<file path="src/rtl/muldiv_pkg.sv">
// Shared types and constants for the multi-cycle unsigned multiply/divide unit.
package muldiv_pkg;

    typedef enum logic [1:0] {
        OP_MULLO = 2'b00,
        OP_MULHI = 2'b01,
        OP_DIV   = 2'b10,
        OP_REM   = 2'b11
    } op_e;

    typedef enum logic [1:0] {
        ST_IDLE = 2'b00,
        ST_RUN  = 2'b01,
        ST_DONE = 2'b10
    } state_e;

    localparam logic [15:0] DIV0_QUOTIENT = 16'hFFFF;

    function automatic logic is_div_op(input op_e op);
        return (op == OP_DIV) || (op == OP_REM);
    endfunction

endpackage

</file>
<file path="src/rtl/muldiv_if.sv">
// Start/done handshake and operand/result bus between pipeline control and the unit.
interface muldiv_if
    import muldiv_pkg::*;
#(
    parameter int unsigned WIDTH = 16
);
    logic             start;
    op_e              op;
    logic [WIDTH-1:0] operand_a;
    logic [WIDTH-1:0] operand_b;
    logic             busy;
    logic             done;
    logic [WIDTH-1:0] result;
    logic             div_by_zero;

    modport master (
        output start, op, operand_a, operand_b,
        input  busy, done, result, div_by_zero
    );

    modport slave (
        input  start, op, operand_a, operand_b,
        output busy, done, result, div_by_zero
    );
endinterface

</file>
<file path="src/rtl/muldiv_datapath.sv">
// One iteration of shift-add multiply and restoring divide, purely combinational.
module muldiv_datapath #(
    parameter int unsigned WIDTH = 16
) (
    input  logic [WIDTH-1:0]   mcand_i,
    input  logic [WIDTH-1:0]   divisor_i,
    input  logic [2*WIDTH-1:0] prod_i,
    input  logic [WIDTH:0]     rem_i,
    input  logic [WIDTH-1:0]   quo_i,
    output logic [2*WIDTH-1:0] prod_o,
    output logic [WIDTH:0]     rem_o,
    output logic [WIDTH-1:0]   quo_o
);
    localparam int unsigned RW = WIDTH + 1;

    logic [WIDTH:0]   psum;
    logic [WIDTH+1:0] shifted;

    always_comb begin
        // Low half of prod starts as the multiplier and is consumed LSB-first.
        psum   = {1'b0, prod_i[2*WIDTH-1:WIDTH]} + (prod_i[0] ? {1'b0, mcand_i} : '0);
        prod_o = {psum, prod_i[WIDTH-1:1]};

        // quo starts as the dividend; its MSB shifts into the partial remainder.
        shifted = {rem_i, quo_i[WIDTH-1]};
        if (shifted >= {2'b00, divisor_i}) begin
            rem_o = RW'(shifted - {2'b00, divisor_i});
            quo_o = {quo_i[WIDTH-2:0], 1'b1};
        end else begin
            rem_o = shifted[WIDTH:0];
            quo_o = {quo_i[WIDTH-2:0], 1'b0};
        end
    end
endmodule

</file>
<file path="src/rtl/muldiv_unit.sv">
// Multi-cycle unsigned multiply/divide unit: FSM, iteration counter and result registers.
module muldiv_unit
    import muldiv_pkg::*;
#(
    parameter int unsigned WIDTH = 16,
    parameter int unsigned CNT_W = 4
) (
    input  logic     clk_i,
    input  logic     rst_ni,
    muldiv_if.slave  bus
);
    state_e             state_q;
    op_e                op_q;
    logic [CNT_W-1:0]   cnt_q;
    logic [WIDTH-1:0]   a_q;
    logic [WIDTH-1:0]   b_q;
    logic [2*WIDTH-1:0] prod_q;
    logic [WIDTH:0]     rem_q;
    logic [WIDTH-1:0]   quo_q;
    logic [WIDTH-1:0]   result_q;
    logic               busy_q;
    logic               done_q;
    logic               dbz_q;

    logic [2*WIDTH-1:0] prod_d;
    logic [WIDTH:0]     rem_d;
    logic [WIDTH-1:0]   quo_d;

    muldiv_datapath #(
        .WIDTH (WIDTH)
    ) u_datapath (
        .mcand_i   (a_q),
        .divisor_i (b_q),
        .prod_i    (prod_q),
        .rem_i     (rem_q),
        .quo_i     (quo_q),
        .prod_o    (prod_d),
        .rem_o     (rem_d),
        .quo_o     (quo_d)
    );

    always_ff @(posedge clk_i or negedge rst_ni) begin
        if (!rst_ni) begin
            state_q  <= ST_IDLE;
            op_q     <= OP_MULLO;
            cnt_q    <= '0;
            a_q      <= '0;
            b_q      <= '0;
            prod_q   <= '0;
            rem_q    <= '0;
            quo_q    <= '0;
            result_q <= '0;
            busy_q   <= 1'b0;
            done_q   <= 1'b0;
            dbz_q    <= 1'b0;
        end else begin
            case (state_q)
                ST_IDLE, ST_DONE: begin
                    done_q <= 1'b0;
                    if (bus.start) begin
                        op_q   <= bus.op;
                        a_q    <= bus.operand_a;
                        b_q    <= bus.operand_b;
                        cnt_q  <= '0;
                        dbz_q  <= 1'b0;
                        prod_q <= {{WIDTH{1'b0}}, bus.operand_b};
                        rem_q  <= '0;
                        quo_q  <= bus.operand_a;
                        if (is_div_op(bus.op) && (bus.operand_b == '0)) begin
                            // Divide by zero skips RUN and completes on the next cycle.
                            state_q  <= ST_DONE;
                            done_q   <= 1'b1;
                            busy_q   <= 1'b0;
                            dbz_q    <= 1'b1;
                            result_q <= (bus.op == OP_DIV) ? DIV0_QUOTIENT : bus.operand_a;
                        end else begin
                            state_q <= ST_RUN;
                            busy_q  <= 1'b1;
                        end
                    end else begin
                        state_q <= ST_IDLE;
                    end
                end
                ST_RUN: begin
                    prod_q <= prod_d;
                    rem_q  <= rem_d;
                    quo_q  <= quo_d;
                    cnt_q  <= cnt_q + 1'b1;
                    if (cnt_q == CNT_W'(WIDTH - 1)) begin
                        state_q <= ST_DONE;
                        busy_q  <= 1'b0;
                        done_q  <= 1'b1;
                        case (op_q)
                            OP_MULLO: result_q <= prod_d[WIDTH-1:0];
                            OP_MULHI: result_q <= prod_d[2*WIDTH-1:WIDTH];
                            OP_DIV:   result_q <= quo_d;
                            default:  result_q <= rem_d[WIDTH-1:0];
                        endcase
                    end
                end
                default: begin
                    state_q <= ST_IDLE;
                    busy_q  <= 1'b0;
                    done_q  <= 1'b0;
                end
            endcase
        end
    end

    assign bus.busy        = busy_q;
    assign bus.done        = done_q;
    assign bus.result      = result_q;
    assign bus.div_by_zero = dbz_q;

endmodule

</file>
<file path="src/flat_wrapper.sv">
// flat-port wrapper written by rule: the top's interface ports become plain ports
module muldiv_unit_flat import muldiv_pkg::*;
#(
    parameter int unsigned WIDTH = 16,
    parameter int unsigned CNT_W = 4
)
  (clk_i, rst_ni, bus_start, bus_op, bus_operand_a, bus_operand_b, bus_busy, bus_done, bus_result, bus_div_by_zero);
  muldiv_if #(.WIDTH(WIDTH)) bus_i ();
  input  logic clk_i;
  input  logic rst_ni;
  input wire logic [$bits(bus_i.start)-1:0] bus_start;
  input wire logic [$bits(bus_i.op)-1:0] bus_op;
  input wire logic [$bits(bus_i.operand_a)-1:0] bus_operand_a;
  input wire logic [$bits(bus_i.operand_b)-1:0] bus_operand_b;
  output wire logic [$bits(bus_i.busy)-1:0] bus_busy;
  output wire logic [$bits(bus_i.done)-1:0] bus_done;
  output wire logic [$bits(bus_i.result)-1:0] bus_result;
  output wire logic [$bits(bus_i.div_by_zero)-1:0] bus_div_by_zero;
  assign bus_i.start = bus_start;
  assign bus_i.op = bus_op;
  assign bus_i.operand_a = bus_operand_a;
  assign bus_i.operand_b = bus_operand_b;
  assign bus_busy = bus_i.busy;
  assign bus_done = bus_i.done;
  assign bus_result = bus_i.result;
  assign bus_div_by_zero = bus_i.div_by_zero;
  muldiv_unit #(.WIDTH(WIDTH), .CNT_W(CNT_W)) u_core (.clk_i(clk_i), .rst_ni(rst_ni), .bus(bus_i));
endmodule
</file>
<file path="config.mk">
export PLATFORM = sky130hd
export DESIGN_NAME = muldiv_unit_flat
export DESIGN_NICKNAME = d
export VERILOG_FILES = /design/src/rtl/muldiv_pkg.sv /design/src/rtl/muldiv_if.sv /design/src/rtl/muldiv_datapath.sv /design/src/rtl/muldiv_unit.sv /design/src/flat_wrapper.sv
export SDC_FILE = /design/constraint.sdc
export NUM_CORES = 1
export LEC_CHECK = 0
export ABC_AREA = 1
export CORE_UTILIZATION = 30
export DETAILED_ROUTE_END_ITERATION = 7
export SYNTH_ARGS = -nofsm -noshare
export SYNTH_HDL_FRONTEND = slang
export SYNTH_SLANG_ARGS = --single-unit
</file>
<file path="constraint.sdc">
create_clock -name clk_i -period 3.5 [get_ports clk_i]
set_input_delay 0.525 -clock clk_i [delete_from_list [all_inputs] [get_ports clk_i]]
set_output_delay 0.525 -clock clk_i [all_outputs]
set_load 0.02 [all_outputs]
</file>
### After elaboration in Yosys (flattened, before gate mapping)

Cells that the tools add are included.

* bits in latches: 0
* output and inout port bits: 19
* flip-flop bits (word level): 124
* RAM bits: 0
* bits in read-only memories: 0
* memories kept: 0

* mux-type cells: 29
* shift-type cells: 0
* reductions and logical operators: 11
* equal/unequal tests: 10
* bitwise operators: 0
* order comparisons: 1
* div/mod/pow operators: 0
* multipliers: 0
* add/sub/neg operators: 3

Operator list (number)
* $mux 16: 6
* $pmux 16 s2: 2
* $pmux 32 s2: 1
* $pmux 16 s3: 1
* $mux 17: 2
* $pmux 17 s2: 1
* $mux 32: 1
* $ge 18x16->1: 1
* $add 16x17->17: 1
* $sub 17x16->17: 1
* $logic_not 16->1: 1
* $eq 2x2->1 const B: 4
* $pmux 4 s2: 1
* $mux 1: 7
* $mux 2: 3
* $reduce_and 2->1: 3
* $add 4x1->4 const B: 1
* $eq 2x1->1 const B: 2
* $eq 4x4->1 const B: 1
* $logic_not 2->1: 2
* $mux 4: 1
* $ne 2x1->1 const B: 2
* $pmux 1 s2: 2
* $pmux 2 s2: 1
* other kinds (6): 6

### Logic depth before layout (Yosys ltp)

* word-level depth: 6
* mapped depth: 19
* gate-level depth less buffers: 18

### Cells and area by module

From an unflattened synthesis, not the netlist that was laid out.

* cells, all modules: 1164
* area, all modules: 8174.1 µm²

By module, submodules not included
* muldiv_unit: instances 1, sequential area each 3078.0 µm², cells each 668, area each 5575.3 µm²
* muldiv_datapath: instances 1, sequential area each 0.0 µm², cells each 496, area each 2598.7 µm²

### Least setup slack after synthesis

OpenSTA, ideal clock, no wires.

* path type: reg-to-reg
* start: register u_core.prod_q[0]
* end: register u_core.result_q[6] (netlist: u_core.bus.result[6])
* cell stages (with the launch flop): 15
* data required time: 3.379 ns
* arrival: 2.080 ns
* setup time: 0.121 ns
* buffers on the path: 2
* setup slack: 1.299 ns
* cells stage by stage: dfrtp_1 > clkbuf_1 > clkbuf_1 > nand2_1 > inv_1 > ha_1 > nand2_1 > inv_1 > a21oi_1 > nand2_1 > or2_2 > nand3_1 > a21oi_1 > nand2_1 > a21oi_1

* longest elaborated chain between the ends: 5

Ends and longest elaborated chain
* start, declared: line muldiv_unit.sv:17 `logic [2*WIDTH-1:0] prod_q;`
* start signal, assigned: line muldiv_unit.sv:66 `prod_q <= {{WIDTH{1'b0}}, bus.operand_b};`
* start signal, assigned: line muldiv_unit.sv:85 `prod_q <= prod_d;`
* $mux 16: line muldiv_datapath.sv:21 `psum = {1'b0, prod_i[2*WIDTH-1:WIDTH]} + (prod_i[0] ? {1'b0, mcand_i} : '0);`
* $add 16x17->17: line muldiv_datapath.sv:21
* $pmux 16 s3: line muldiv_unit.sv:93 `case (op_q)`
* $mux 16: line muldiv_unit.sv:89 `if (cnt_q == CNT_W'(WIDTH - 1)) begin`
* $pmux 16 s2: line muldiv_unit.sv:57 `case (state_q)`
* end signal, assigned: line muldiv_unit.sv:94 `OP_MULLO: result_q <= prod_d[WIDTH-1:0];`
* end signal, assigned: line muldiv_unit.sv:95 `OP_MULHI: result_q <= prod_d[2*WIDTH-1:WIDTH];`
* end signal, assigned: line muldiv_unit.sv:96 `OP_DIV: result_q <= quo_d;`
* end, declared: line muldiv_unit.sv:20 `logic [WIDTH-1:0] result_q;`

Every way passes these cells. The select of a mux whose other input is x is not followed.
A chain may end at the register's enable or synchronous reset.

### Worst setup path after layout

* start: register u_core.prod_q[0]
* end: register u_core.result_q[11] (netlist: u_core.bus.result[11])

The elaborated chain is that of the path after synthesis.

==> out/metrics.sh <==
DIEAREA_UM2=26100
POSTPLACECELLAREA_UM2=8560
TNS_NS=0
WORST_SETUP_HOLD_PATH_CLK_SLEW_NS=0.06
VDD_IR_DROP_MAX_mV=0.455
TRITONCTS_BUFFER_COUNT=17
NETLIST.TOP_CELL.BY_AREA='dfrtp_1'
START_UTIL_PCT=31.0
TIMING.FMAX_GHz=0.367
RSZ0062_AT_GRT='no'
PNR_TOTAL_POWER_W=0.0105
CLASS_OF_THE_MOST_CRITICAL_SETUP_PATH='reg -> reg'
ASYNCSETRESETFLOPFRACSYNTH_PCT=100
CRIT_PATH_FREQUENT_CELL='nand2_1'
CLOCK_TREE.ROOT_CELL='clkbuf_16'
SYNTHESIZED_AREA_UM2=7630
TIMING.CRITICAL_PATH.SLOWEST_STAGE_CELL='dfrtp_1'
PWR-SHARE-COMB_PCT=57.5
DIE_HEIGHT_UM=161
GRTUSAGETOTAL_PCT=19.1
FINAL_CELL_AREA_UM2=9150
NUMBER_OF_ITERATIONS_IN_THE_FIRST_DETAILED_ROUTING_PASS=5
N_FILL_CELL=2614
DETAIL-ROUTE-ANTENNA-NETS=0
YS_DOMINANT_REG_CELL='dfrtp_1'
CTS_NUM_SINKS=123
CP_TOP_FAMILY='simple AND/OR/NAND/NOR gates'
GRT_MAX_DEGREE=59
SYNTH.MOST_COMMON_CELL='nand2_1'
RELATIVE_MAX_TRANSITION_MARGIN_PCT=45.9
TIMING.FINAL.CRIT_PERIOD_NS=2.72
DETAIL_ROUTE.WL_PER_CELL_UM=16.4
ANTENNA_VIOLATIONS_BEFORE_REPAIR=0
CP-START-KIND='register'
CTS-RESIZED-GATES=0
TCRIT_TCLK_FINAL_PCT=77.8
DELAY_OF_THE_SLOWEST_CRITICAL_PATH_STAGE_NS=0.68
CLOCK_TREE_FROM_TRITONCTS='built'
FIRST_GLOBAL_VIAS=6954
FF2FF_SETUP_SLACK_NS=0.78
GRT_PASS1_WL_UM=38100
LEAKAGEPOWER_nW=4.75
CLK_LATENCY_NS=0.43
MAPPED_CELLS=1059
LAYOUT-DRIVE-GT1-SHARE_PCT=5.62
GRT_OVERFLOW_TOTAL=0
HTREEDEPTH=4
FINAL_NETS=1181
CORE-AREA_UM2=24600
SYNTH.DISTINCT_CELLS=45
SYNTH-EDFF-COUNT=0
FP.DIEW_UM=161
HOLDBUFCOUNTCTS=0
CP_DATA_ARRIVAL_TIME_NS=3.08
HOLD_VIOL_FINAL=0
POST_SYNTH_MOST_FREQUENT_CELLS='nand2_1 (319), inv_1 (136), dfrtp_1 (123)'
SYNTH_LARGEST_TYPE_AREA_FRACTION_PCT=40.3
SYNTHESIS.AREA_PER_INSTANCE_UM2=7.20
WORST-PATH-MAX-FANOUT=17
SETUP_VIOL_COUNT_FINAL=0
MAX_CLOCK_BUF_DEPTH=2
SUM_OF_BUFFERS_AND_INVERTERS_ON_THE_CRITICAL_PATH=3
FINALMAXSLEWVIOLATIONS=0
WORST_CLOCK_SKEW_NS=0.00762
DP_HPWL_UM=17600
IOPINCOUNT=56
POSTROUTEWIRELENGTH_UM=23700
WORST-ENDPOINT-REQUIRED_NS=3.86
POWER_FRAC_CLOCK_PCT=17.0
PLACEMENT_ROWS=57
WORSTREGTOREGCELLS=18
CRIT_PATH_END_KIND='register'
MIN-DELAY-PATH-CLASS='in -> async'
NUMBER_OF_BUFFERS_INSERTED_BY_PORT_BUFFERING=55
SWSHARE_PCT=47.2
SEQ_POWER_SHARE_PCT=25.6
FINAL_CORE_UTILIZATION_PCT=37.2
POST-CTS-SETUP-BUFFERS=0
POWER.DENSITY_nW_PER_UM2=1150
MAPPEDNETLISTNETS=1131
AREAGROWTHSYNTHTOFINISH_PCT=19.9
YOSYSSEQAREASHARE_PCT=40.3
TIMING.CRITICAL_PATH.CELLS='nand2_1, inv_1, ha_1, inv_1, fa_1, inv_1, nand3_1, nand3_1, nand2_1, nand2_1, nand2_1, nand2_1, nand2_1, nand2_1, nand3_1, nand2_1, nand2_1, a21oi_1'
NETLIST_TOP_CELLS_AREA='dfrtp_1 (40%), nand2_1 (16%), inv_1 (6.7%)'
CRIT-REG2REG-LAUNCH='u_core.prod_q[0]$_DFFE_PN0P_'
DRT_FIRST_ITER_VIOLATIONS=711
INTERNAL_POWER_W=0.00555
TIMING.MAX_CAP.VIOLATIONS=0
YOSYS_REGISTER_BITS=123
P_SWITCHING_W=0.00496
WORST_R2R_ENDPOINT='u_core.bus.result[11]$_DFFE_PN0P_'
DRC=0
INSERTEDDIODECOUNT=0
OUTCOME='complete, no violations'
SYNTH_WARNINGS=0
ROUTED-VIA-COUNT=7129
TIMING_WORST_SLEW_PIN_VALUE_NS=0.811
AVGVIACOUNTPERCELL=4.93
PLACE_CONGESTION=0.956
-- metrics by stage --
stage	setup WS (ns)	cells	hold slack (ns)
floorplan	1.30	1059	0.229
global placement	0.850	1414	0.459
detailed placement	0.775	1414	0.460
CTS	0.767	1445	0.213
global route	0.436	1445	0.255
finish	0.775	1445	0.185
-- cell type report --
type,instances,area [µm²],area share [%]
multi-input combinational,759,3880,42.4
sequential,123,3080,33.6
timing repair buffer,68,671,7.33
inverter,140,526,5.74
clock buffer,24,502,5.48
tap,324,405,4.43
clock inverter,7,87.6,0.957
-- power by group through the flow --
stage               combinational, W  sequential (W)  clock, W
finish                       0.00604         0.00269   0.00179
detailed placement           0.00597         0.00270         0
global route                 0.00682         0.00276   0.00187
global placement             0.00594         0.00270         0
floorplan                    0.00435         0.00260         0
CTS                          0.00602         0.00268   0.00182
-- registers in the layout, indices dropped and copies added, names as in the netlist --
signal,flops
u_core.b_q,16
u_core.prod_q,32
u_core.state_q,2
u_core.rem_q,17
u_core.a_q,16
u_core.cnt_q,4
u_core.quo_q,16
u_core.bus.result,16
u_core.bus.div_by_zero,1
u_core.bus.busy,1
u_core.op_q,2
-- routing by layer --
metal | vias to the layer above | GRT usage (%) | routed length, µm
li1 | 3548 | - | -
met1 | 3347 | 26.2 | 10900
met2 | 203 | 29.6 | 10900
met3 | 31 | 3.98 | 1490
met4 | 0 | 6.52 | 432
met5 | - | 0 | 0
-- layout by cell type (no fill, tap or decap), types with 3 or more instances in the layout --
cell / instances
nor2_4: 3
inv_1: 136
o21ai_0: 33
o221ai_1: 9
ha_1: 33
buf_4: 12
or2_2: 8
a21o_1: 16
nand4_1: 7
and2_1: 4
dfrtp_1: 123
nand2_1: 319
nand3_1: 89
a32o_1: 10
a22o_1: 5
clkinv_2: 4
clkbuf_16: 17
clkbuf_8: 5
nor3_1: 5
inv_2: 3
clkdlybuf4s50_1: 54
nor2_1: 78
o211ai_1: 11
nand3b_1: 4
xor2_1: 4
a21oi_1: 99
-- how the worst max path moves through the flow --
stage                                       startpoint                                 to  slack [ns]  depth (start not counted)
after floorplan           u_core.prod_q[0]$_DFFE_PN0P_   u_core.bus.result[6]$_DFFE_PN0P_        1.30                         14
after global placement    u_core.prod_q[0]$_DFFE_PN0P_  u_core.bus.result[11]$_DFFE_PN0P_        0.85                         18
after detailed placement  u_core.prod_q[0]$_DFFE_PN0P_  u_core.bus.result[11]$_DFFE_PN0P_        0.78                         18
after CTS                 u_core.prod_q[0]$_DFFE_PN0P_  u_core.bus.result[11]$_DFFE_PN0P_        0.77                         18
after global routing      u_core.prod_q[0]$_DFFE_PN0P_  u_core.bus.result[11]$_DFFE_PN0P_        0.44                         18
final                     u_core.prod_q[0]$_DFFE_PN0P_  u_core.bus.result[11]$_DFFE_PN0P_        0.78                         18
-- cell families after synthesis --
kind of cell    Yosys count  synth area share, %
compound gates          191                 15.0
fa+ha+maj                35                 5.94
xor+xnor                  6                0.689
simple gates            527                 29.1
flops                   123                 40.3
buf+inv                 177                 8.95
(Power assumes the default switching activity.)
